**src/rtl/max_sub_cam_buffer.sv**
```systemverilog
// rtl/max_sub_cam_buffer.sv - captures a sample vector, tracks its max, streams clamped (x - max) with one-hot match vector
module max_sub_cam_buffer #(
  parameter int DATA_W    = 8,
  parameter int N_ELEM    = 16,
  parameter int MV_W      = 64,
  parameter int MV_OFFSET = 50,
  localparam int IDX_W    = (N_ELEM > 1) ? $clog2(N_ELEM) : 1
) (
  input  logic                     clk,
  input  logic                     reset,
  input  logic                     clear,
  input  logic                     in_valid,
  output logic                     in_ready,
  input  logic signed [DATA_W-1:0] in_data,
  output logic                     out_valid,
  input  logic                     out_ready,
  output logic signed [DATA_W:0]   out_sub,
  output logic [MV_W-1:0]          out_mv,
  output logic [IDX_W-1:0]         out_idx,
  output logic                     out_last,
  output logic                     out_clamped,
  output logic signed [DATA_W-1:0] max_val
);

  localparam logic [0:0] FILL  = 1'b0;
  localparam logic [0:0] DRAIN = 1'b1;

  localparam logic [IDX_W-1:0]     LAST_IDX = IDX_W'(N_ELEM - 1);
  localparam logic signed [DATA_W:0] NEG_OFF = (DATA_W + 1)'(-MV_OFFSET);

  logic [0:0]               state;
  logic [IDX_W-1:0]         wr_cnt;
  logic [IDX_W-1:0]         rd_cnt;
  logic signed [DATA_W-1:0] sample_buf [N_ELEM];

  logic                     in_fire;
  logic                     load;
  logic                     finish;
  logic signed [DATA_W:0]   rd_x;
  logic signed [DATA_W:0]   max_x;
  logic signed [DATA_W:0]   diff;
  logic                     clamp;
  logic signed [DATA_W:0]   sub;
  logic [DATA_W:0]          pos;
  logic [MV_W-1:0]          mv;

  assign in_ready = (state == FILL);
  assign in_fire  = in_valid & in_ready;

  // The final beat is not reloaded; its handshake ends the vector instead.
  assign finish = (state == DRAIN) && out_valid && out_ready && out_last;
  assign load   = (state == DRAIN) && (!out_valid || out_ready) && !(out_valid && out_last);

  assign rd_x  = {sample_buf[rd_cnt][DATA_W-1], sample_buf[rd_cnt]};
  assign max_x = {max_val[DATA_W-1], max_val};
  assign diff  = rd_x - max_x;
  assign clamp = diff < NEG_OFF;
  assign sub   = clamp ? NEG_OFF : diff;
  assign pos   = $unsigned(sub - NEG_OFF);
  assign mv    = MV_W'(1) << pos;

  always_ff @(posedge clk) begin
    if (in_fire && !clear) begin
      sample_buf[wr_cnt] <= in_data;
    end
  end

  always_ff @(posedge clk or negedge reset) begin
    if (!reset) begin
      state       <= FILL;
      wr_cnt      <= '0;
      rd_cnt      <= '0;
      out_valid   <= 1'b0;
      out_sub     <= '0;
      out_mv      <= '0;
      out_idx     <= '0;
      out_last    <= 1'b0;
      out_clamped <= 1'b0;
      max_val     <= '0;
    end else if (clear) begin
      state     <= FILL;
      wr_cnt    <= '0;
      rd_cnt    <= '0;
      out_valid <= 1'b0;
    end else if (state == FILL) begin
      if (in_fire) begin
        // First sample seeds the max so stale values never leak in.
        if (wr_cnt == '0 || in_data > max_val) begin
          max_val <= in_data;
        end
        if (wr_cnt == LAST_IDX) begin
          wr_cnt <= '0;
          state  <= DRAIN;
        end else begin
          wr_cnt <= wr_cnt + IDX_W'(1);
        end
      end
    end else begin
      if (finish) begin
        out_valid <= 1'b0;
        rd_cnt    <= '0;
        state     <= FILL;
      end else if (load) begin
        out_valid   <= 1'b1;
        out_sub     <= sub;
        out_mv      <= mv;
        out_idx     <= rd_cnt;
        out_last    <= (rd_cnt == LAST_IDX);
        out_clamped <= clamp;
        rd_cnt      <= (rd_cnt == LAST_IDX) ? '0 : rd_cnt + IDX_W'(1);
      end
    end
  end

endmodule

```
**config.mk**
```make
export PLATFORM = sky130hd
export DESIGN_NAME = max_sub_cam_buffer
export DESIGN_NICKNAME = d
export VERILOG_FILES = /design/src/rtl/max_sub_cam_buffer.sv
export SDC_FILE = /design/constraint.sdc
export NUM_CORES = 1
export LEC_CHECK = 0
export BUFFER_PORTS_ARGS = -buffer_cell sky130_fd_sc_hd__buf_2
export CAP_MARGIN = 20
export CELL_PAD_IN_SITES_DETAIL_PLACEMENT = 0
export CELL_PAD_IN_SITES_GLOBAL_PLACEMENT = 1
export CORE_ASPECT_RATIO = 1.2
export CORE_MARGIN = 2
export CORE_UTILIZATION = 40
export DETAILED_ROUTE_END_ITERATION = 16
export MAX_ROUTING_LAYER = met4
export PLACE_DENSITY_LB_ADDON = 0.05
export SLEW_MARGIN = 30
export SYNTH_ARGS = -nofsm -noshare
export SYNTH_HDL_FRONTEND = slang
export SYNTH_SLANG_ARGS = --single-unit
export TNS_END_PERCENT = 1
```
**constraint.sdc**
```tcl
create_clock -name clk -period 18.55 [get_ports clk]
set_clock_uncertainty 0.1 [all_clocks]
set_input_delay 1.855 -clock clk [delete_from_list [all_inputs] [get_ports clk]]
set_output_delay 1.855 -clock clk [all_outputs]
set_load 0.02 [all_outputs]
```
=== Word level (Yosys, flattened, before mapping) ===
Memory sizes are Yosys's and may differ from the RTL's.
Index checks and enable logic that the tools add are counted.

* Bitwise logic cells: 4
* Magnitude comparators: 2
* Reduce and logical (&&, ||, !) cells: 20
* Eq/ne operators: 3
* Muxes and demuxes: 21
* Shift-type cells: 1
* Add/subtract/negate cells: 4

{| class="wikitable"
|+ Operators by type and width
! cell !! number
|-
| left shift 1 x 9 -> 64 bit (first input constant) || 1
|-
| 2-to-1 mux 4 bit || 9
|-
| 2-to-1 mux 1 bit || 11
|-
| < comparator 9 x 7 -> 1 bit (second input constant) || 1
|-
| 2-to-1 mux 9 bit || 1
|-
| subtractor 8 x 8 -> 9 bit || 1
|-
| subtractor 9 x 7 -> 9 bit (second input constant) || 1
|-
| adder 4 x 1 -> 4 bit (second input constant) || 2
|-
| equality test 4 bit (second input constant) || 2
|-
| > comparator 8 bit || 1
|-
| AND reduction 4 bit || 2
|-
| logical AND 1 bit || 7
|-
| zero test 4 bit || 1
|-
| AND reduction 2 bit || 2
|-
| nonzero test 2 bit || 2
|-
| zero test 1 bit || 3
|-
| inverter 1 bit || 3
|-
| nonzero test 3 bit || 1
|-
| logical OR 1 bit || 2
|-
| != test 2 bit (second input constant) || 1
|-
| bitwise AND 1 bit || 1
|}

* Input bits: 13
* Output and inout port bits: 89
* Word-level logic and storage cells: 66
* Memories kept: 1
* Bits in writable memories: 128
* Flip-flop bits (word level): 97

{| class="wikitable"
|+ Memories
! memory !! words !! bits a word !! rd ports !! clocked after Yosys merged registers in !! write ports !! RTL line !! source
|-
| sample_buf || 16 || 8 || 1 || 0 || 1 || 34 || <nowiki>logic signed [DATA_W-1:0] sample_buf [N_ELEM];</nowiki>
|}

=== Depth between registers and ports, before layout ===
Gate-level depths: netlist (run 1).

* Depth in word-level cells: 8
* Depth in mapped cells: 28
* Gate-level depth less buffers: 24

=== Least setup slack after synthesis (run 1) ===
Ideal clock, no wire load.

* Kind: register to register
* Start: register rd_cnt[0]
* End: register out_mv[39]
* Stages on the path, launching flop included: 27
* Setup slack: 11.792 ns
* Buffers on the path: 5
* Arrival: 6.539 ns
* Required time: 18.331 ns
* Cell sequence: dfrtp_1 buf_2 buf_1 mux4_2 mux4_2 fa_1 a211oi_2 nor3b_1 o31a_1 nor4_1 a21oi_1 nand4b_1 ha_1 buf_4 clkbuf_1 nor2_1 inv_1 ha_1 inv_2 a311o_1 or3b_4 a21boi_4 a2111o_1 o2111a_4 nand3_4 buf_12 o21ai_2

* Cells in the longest elaborated chain, start to end: 6

{| class="wikitable"
|+ Ends and longest elaborated chain
! item !! RTL line !! source
|-
| start, declared || 33 || <nowiki>logic [IDX_W-1:0] rd_cnt;</nowiki>
|-
| start signal, assigned || 110 || <nowiki>rd_cnt <= (rd_cnt == LAST_IDX) ? '0 : rd_cnt + IDX_W'(1);</nowiki>
|-
| memory read (16 x 8 bit) || -- ||
|-
| subtractor 8 x 8 -> 9 bit || 56 || <nowiki>assign diff = rd_x - max_x;</nowiki>
|-
| < comparator 9 x 7 -> 1 bit || 57 || <nowiki>assign clamp = diff < NEG_OFF;</nowiki>
|-
| via clamp || 42 || <nowiki>logic clamp;</nowiki>
|-
| 2-to-1 mux 9 bit || 58 || <nowiki>assign sub = clamp ? NEG_OFF : diff;</nowiki>
|-
| via sub[1] || 43 || <nowiki>logic signed [DATA_W:0] sub;</nowiki>
|-
| subtractor 9 x 7 -> 9 bit || 59 || <nowiki>assign pos = $unsigned(sub - NEG_OFF);</nowiki>
|-
| left shift 1 x 9 -> 64 bit || 60 || <nowiki>assign mv = MV_W'(1) << pos;</nowiki>
|-
| end signal, assigned || 106 || <nowiki>out_mv <= mv;</nowiki>
|-
| end, declared || 18 || <nowiki>output logic [MV_W-1:0] out_mv,</nowiki>
|}

The timed path passes the listed nets, and every way through them passes these cells.
A chain may end at the register's enable or synchronous reset.

=== Final worst setup path (run 1) ===
* Start: register rd_cnt[0]
* End: register out_mv[63]

The elaborated chain is that of the path after synthesis.

==> reports/qor.yml, run 1 <==
relSlewSlack_pct: 35.6
slew_viol_final: 0
h-tree-depth: 1
p_per_area_nw_per_um2: 142
utilization_pct: 47.5
io_pins: 102
synth.avg_cell_area_um2: 13.7
synth.net_count: 753
fmax_ghz: 0.130
ys_types: 68
cts_tree: "yes"
synth_ff_type: "edfxtp_1"
grt_pass1_vias: 6252
synth_top_area_share_pct: 39.1
status: "completed"
dp_hpwl_um: 17000
finalPower_uw: 1620
ys_ff_latch: 225
drc: 0
die_area_um2: 25900
multi_input_area_um2: 3340
viasPerCell: 5.34
ir_worst_vdd_uv: 103
hold_buffers: 0
detail-route-antenna-nets: 0
cap_violations: 0
cp_slowest_cell: "ha_1"
regArea_um2: 6270
layout-drive-gt1-share_pct: 27.8
drt_iter0_drc: 265
num_vias: 6181
grt_usage_pct: 19.8
worst_pin_slew_ps: 963
rsz0062_at_grt: "false"
required_ps: 18890
die_h_um: 176
die_w_um: 147
netlist_instances: 716
finalCriticalPeriod_ps: 7690
numCtsBuffers: 24
synth-edff-count: 128
coreArea_um2: 24000
place.gp.congestion: 0.822
holdWs_ps: 362
num-fill-cells: 2208
fin_nets: 856
io_buffer_count: 101
cts_root_buffer: "clkbuf_16"
cts_resized: 0
p_leak_uw: 0.00452
rows: 62
arrival_ps: 8040
postCtsSetupRepairBufs: 0
clkSinkCount: 225
first_pass_iters: 4
crit_path_end_kind: "flop"
cts.path.max_buffers: 3
async_flop_share_pct: 43.1
insertion_delay_ps: 520
syn2layout_area_growth_pct: 16.2
grt_max_degree: 69
cp-start-kind: "flop"
setup_viol: 0
min_path_type: "reg2reg"
cp_max_fo: 38
synth_area_um2: 9830
globalRouteOverflowTotal: 0
path_clk_slew_ps: 60
yosysTopAreaCell: "edfxtp_1"
criticalPathCategory: "reg2reg"
drt-total-wl_um: 24400
start_util_pct: 40.9
yosysSeqAreaShare_pct: 63.8
critical-path-max-stage-delay_ps: 650
yosys-top-cells-area: "edfxtp_1 39%, dfrtp_1 25%, mux4_2 9.2%, nand2_1 4.7%, ha_1 2.9%"
routedWlPerCell_um: 21.1
hold_viol: 0
yosys_warnings: 0
antenna_found_initial: 0
setup-tns-final_ps: 0
grt_pass1_wl_um: 38000
finalCritPeriodShare_pct: 41.5
[per-layer routing]
layer  part of all wire (%)  vias up  global-route usage, %
li1                       -     2877                      -
met1                     42     3128                   24.8
met2                     52      137                   34.5
met3                    3.6       39                   2.29
met4                    2.3        0                   4.97
met5                      0        -                      -
[synthesized netlist by cell type, types with 7 or more instances]
cell type,count
mux2_2,10
o21ai_0,50
ha_1,23
nand2b_1,7
edfxtp_1,128
dfrtp_1,97
mux4_2,40
o21ai_2,13
inv_1,20
nor2_1,33
o21ai_1,21
clkbuf_1,21
a21oi_1,14
nor3_1,17
nand2_1,124
a31oi_1,7
[power by group]
part	switching, uW	internal, uW	leakage [uW]	total [uW]
Sequential	9.12	541	0.00248	550
Clock	195	266	0.000364	461
Combinational	423	187	0.00168	610
[logic make-up (layout without fill, tap and decap cells)]
group / count (synthesis) / after routing / share of synthesized area, %
flip-flops: 225 / 225 / 63.8
AND/OR/NAND/NOR: 218 / 218 / 10.2
AO/OA/AOI/OAI: 138 / 138 / 9.21
buffers and inverters: 54 / 175 / 2.61
multiplexers: 50 / 50 / 10.3
adder cells (fa/ha/maj): 24 / 24 / 3.13
XOR/XNOR: 7 / 7 / 0.763
other: 0 / 1 / 0
[path summary, 6_finish.rpt]
kind / startpoint / endpoint / slack, ps / cells after the start
worst max-delay path: rd_cnt[0]$_DFFE_PN0P_ / out_mv[63]$_DFFE_PN0P_ / 10860 / 25
worst min-delay path: out_mv[20]$_DFFE_PN0P_ / out_mv[20]$_DFFE_PN0P_ / 360 / 2
worst max register to register: rd_cnt[0]$_DFFE_PN0P_ / out_mv[63]$_DFFE_PN0P_ / 10860 / 25
worst min register to register: out_mv[20]$_DFFE_PN0P_ / out_mv[20]$_DFFE_PN0P_ / 360 / 2
max in group asynchronous: reset / max_val[7]$_DFFE_PN0P_ / 15990 / 2
min in group asynchronous: reset / out_mv[54]$_DFFE_PN0P_ / 1180 / 1
[cell usage in the layout (no fill, tap or decap), types with 13 or more instances in the layout]
cell and n:
o21ai_1 21, ha_1 23, a21oi_1 14, buf_2 100, inv_1 20, dfrtp_1 96, mux4_2 40, nand2_1 124
clkbuf_16 24, o21ai_0 50, o21ai_2 13, nor3_1 17, nor2_1 24, edfxtp_1 128
[layout make-up]
class,count,area share [%]
clock buffer,27,5.35
tap,320,3.50
clock inverter,17,1.31
inverter,21,0.690
antenna,1,0.0219
sequential,225,54.9
multi-input combinational,437,29.2
timing repair buffer,110,5.03
[through the flow]
stage          setup WS, ps  area (um2)  instances
2_1_floorplan         11790        9830        716
3_3_place_gp          10530       10600       1113
3_5_place_dp          10760       10700       1113
4_1_cts               10750       11400       1157
5_1_grt               10080       11400       1157
6_report              10860       11400       1158
[sequential cells by signal, summed over array words and instances (netlist names)]
register	count
sample_buf	128
out_mv	64
out_sub	9
max_val	8
out_idx	4
rd_cnt	4
wr_cnt	4
out_clamped	1
out_last	1
out_valid	1
state	1
[critical path, delay by kind of cell, from the launching register on]
kind | cells | cell delay [ps]
fa+ha+maj | 4 | 1500
flops | 1 | 340
compound gates | 8 | 2040
mux | 2 | 1050
buf+inv | 5 | 1160
simple gates | 6 | 1410
(Power assumes the default switching activity.)
==> run 2: changes to the inputs <==
- clock period: 18.55 -> 7.4 ns (I/O delays scaled with it)
==> run 2 against run 1 <==
  * Via count shrank 0.66%
  * Design area grew 1.1%
  * Count of clock-buffer cells in the layout rose by 3
  * Register-to-register slack got worse by 10000 ps
  * Clock power grew to 2.7 times the previous value
  * Sequential power grew to 2.5 times the previous value
  * Wire length grew 1.4%
  * Maximum frequency grew 14%
  * Power rose to 2.6 times the previous value
  * Critical path type unchanged
==> reports/qor.yml, run 2 (synthesized netlist as in run 1, its figures left out) <==
largest_register_ffs: 128  # unchanged
wl_met3_um: 1030  # +18%
h-tree-depth: 1  # unchanged
path_clk_slew_ps: 60  # about the same
min_path_type: "in2async"
die_h_um: 176  # unchanged
rsz0062_at_grt: "false"
cts_tree: "yes"
comb_power_share_pct: 37.1  # -0.5 points
num-fill-cells: 2211  # +0.14%
die_area_um2: 25900  # unchanged
arrival_ps: 7040  # -1000 ps
start_util_pct: 40.9  # unchanged
io_pins: 102  # unchanged
status: "completed"
cts_root_buffer: "clkbuf_16"
cp-start-kind: "flop"
wl_met1_um: 10300  # +0.67%
dr_wl_met2_um: 12900  # +1.5%
sequentialPowerShare_pct: 33.2  # -0.7 points
rows: 62  # unchanged
io_buffer_count: 101  # unchanged
setup-tns-final_ps: 0  # unchanged
grt_max_degree: 88  # +28%
num_vias: 6140  # -0.66%
crit_path_end_kind: "flop"
finalCriticalPeriod_ps: 6740  # -951 ps
clkPwrFrac_pct: 29.7  # +1.3 points
hold_viol: 0  # unchanged
routedWlPerCell_um: 21.3  # +1.1%
worst_pin_slew_ps: 997  # +34.1 ps
fmax_ghz: 0.148  # +14%
p_leak_uw: 0.00459  # +1.5%
globalRouteOverflowTotal: 0  # unchanged
finalCritPeriodShare_pct: 91.1  # +50 points
diodes: 0  # -1
netSwitchingFraction_pct: 37.9  # -0.78 points
grt_usage_pct: 19.9  # +0.14 points
dr.max_layer_used: "met4"
postCtsSetupRepairBufs: 0  # unchanged
finalPower_uw: 4160  # +160%
required_ps: 7690  # -11200 ps
grt_pass1_wl_um: 38100  # about the same
p_sw_uw: 1580  # +150%
cts.path.max_buffers: 3  # unchanged
relSlewSlack_pct: 33.3  # -2.3 points
syn2layout_area_growth_pct: 17.5
regMostFlops: "sample_buf"
grt_pass1_vias: 6371  # +1.9%
clkSinkCount: 225  # unchanged
cap_violations: 0  # unchanged
place.gp.congestion: 0.807  # -1.8%
cp_max_fo: 24  # -37%
slew_viol_final: 0  # unchanged
layout-drive-gt1-share_pct: 29.0  # +1.2 points
setup_viol: 0  # unchanged
p_per_area_nw_per_um2: 360  # +150%
final_common_cell: "edfxtp_1"
drc: 0  # unchanged
p_int_uw: 2590  # +160%
drt-total-wl_um: 24700  # +1.4%
coreArea_um2: 24000  # unchanged
final_cell_mix: "128 x edfxtp_1, 124 x nand2_1, 100 x buf_2"
drt_iter0_drc: 359  # +35%
top_regs: "sample_buf (128), out_mv (64), out_sub (9)"
antenna_found_initial: 0  # unchanged
viasPerCell: 5.29  # -0.92%
ir_worst_vdd_uv: 204  # +99%
hold_buffers: 0  # unchanged
numCtsBuffers: 25  # +4.2%
first_pass_iters: 5  # +1
criticalPathCategory: "reg2reg"
fin_nets: 859  # +0.35%
dp_hpwl_um: 17200  # +1.4%
insertion_delay_ps: 530  # about the same
detail-route-antenna-nets: 0  # unchanged
die_w_um: 147  # unchanged
cts_resized: 0  # unchanged
[run 2: metal layers]
layer / global-route usage (%) / vias to the layer above
li1: - / 2875
met1: 24.5 / 3084
met2: 35.0 / 149
met3: 2.94 / 32
met4: 4.57 / 0
met5: - / -
[run 2: final cells by class]
class                      count  area [um2]  share of cell area (%)
inverter                      21        78.8                   0.682
sequential                   225        6270                    54.3
clock buffer                  30         689                    5.97
clock inverter                16         138                    1.19
tap                          320         400                    3.47
timing repair buffer         112         603                    5.22
multi-input combinational    437        3370                    29.2
[run 2: final timing paths]
check,cells after the start,slack [ps],start,to
max,22,660,rd_cnt[0]$_DFFE_PN0P_,out_mv[36]$_DFFE_PN0P_
min in group clk,2,360,out_mv[16]$_DFFE_PN0P_,out_mv[16]$_DFFE_PN0P_
max in group asynchronous,2,5930,reset,max_val[4]$_DFFE_PN0P_
min,1,60,reset,out_mv[55]$_DFFE_PN0P_
min reg2reg,2,360,out_mv[16]$_DFFE_PN0P_,out_mv[16]$_DFFE_PN0P_
max reg2reg,22,660,rd_cnt[0]$_DFFE_PN0P_,out_mv[36]$_DFFE_PN0P_
[run 2: power by group through the flow]
| stage | combinational, uW | clock (uW) | sequential [uW] |
|---|---|---|---|
| 2_1_floorplan | 1190 | 0 | 1430 |
| 3_3_place_gp | 1540 | 0 | 1410 |
| 3_5_place_dp | 1550 | 0 | 1410 |
| 4_1_cts | 1560 | 1260 | 1380 |
| 5_1_grt | 1710 | 1320 | 1380 |
| 6_report | 1540 | 1240 | 1380 |
[run 2: critical path: stages (launching register included)]
cell and delay [ps]:
dfrtp_2 710, buf_12 280, mux4_2 530, mux4_2 520, fa_1 460, a211oi_2 290
nor3b_1 110, o31a_1 280, nor4_1 190, a21oi_1 90, nand4b_1 190, ha_1 420
nor2_1 130, inv_1 70, ha_1 230, inv_2 110, a311o_1 270, or3b_4 410
a21boi_4 160, a2111o_1 420, o2111a_4 210, nand3_4 250, o21ai_0 160
[run 2: through the flow]
stage               cells  area [um2]  setup WS (ps)  util, %  hold WS, ps
detailed placement   1115       10700            569     44.6          358
CTS                  1161       11500            566     48.0         72.1
global route         1161       11600           73.0     48.0         96.5
global placement     1115       10700            673     44.4          354
floorplan             716        9830            642        -          344
finish               1161       11600            656     48.0         64.0
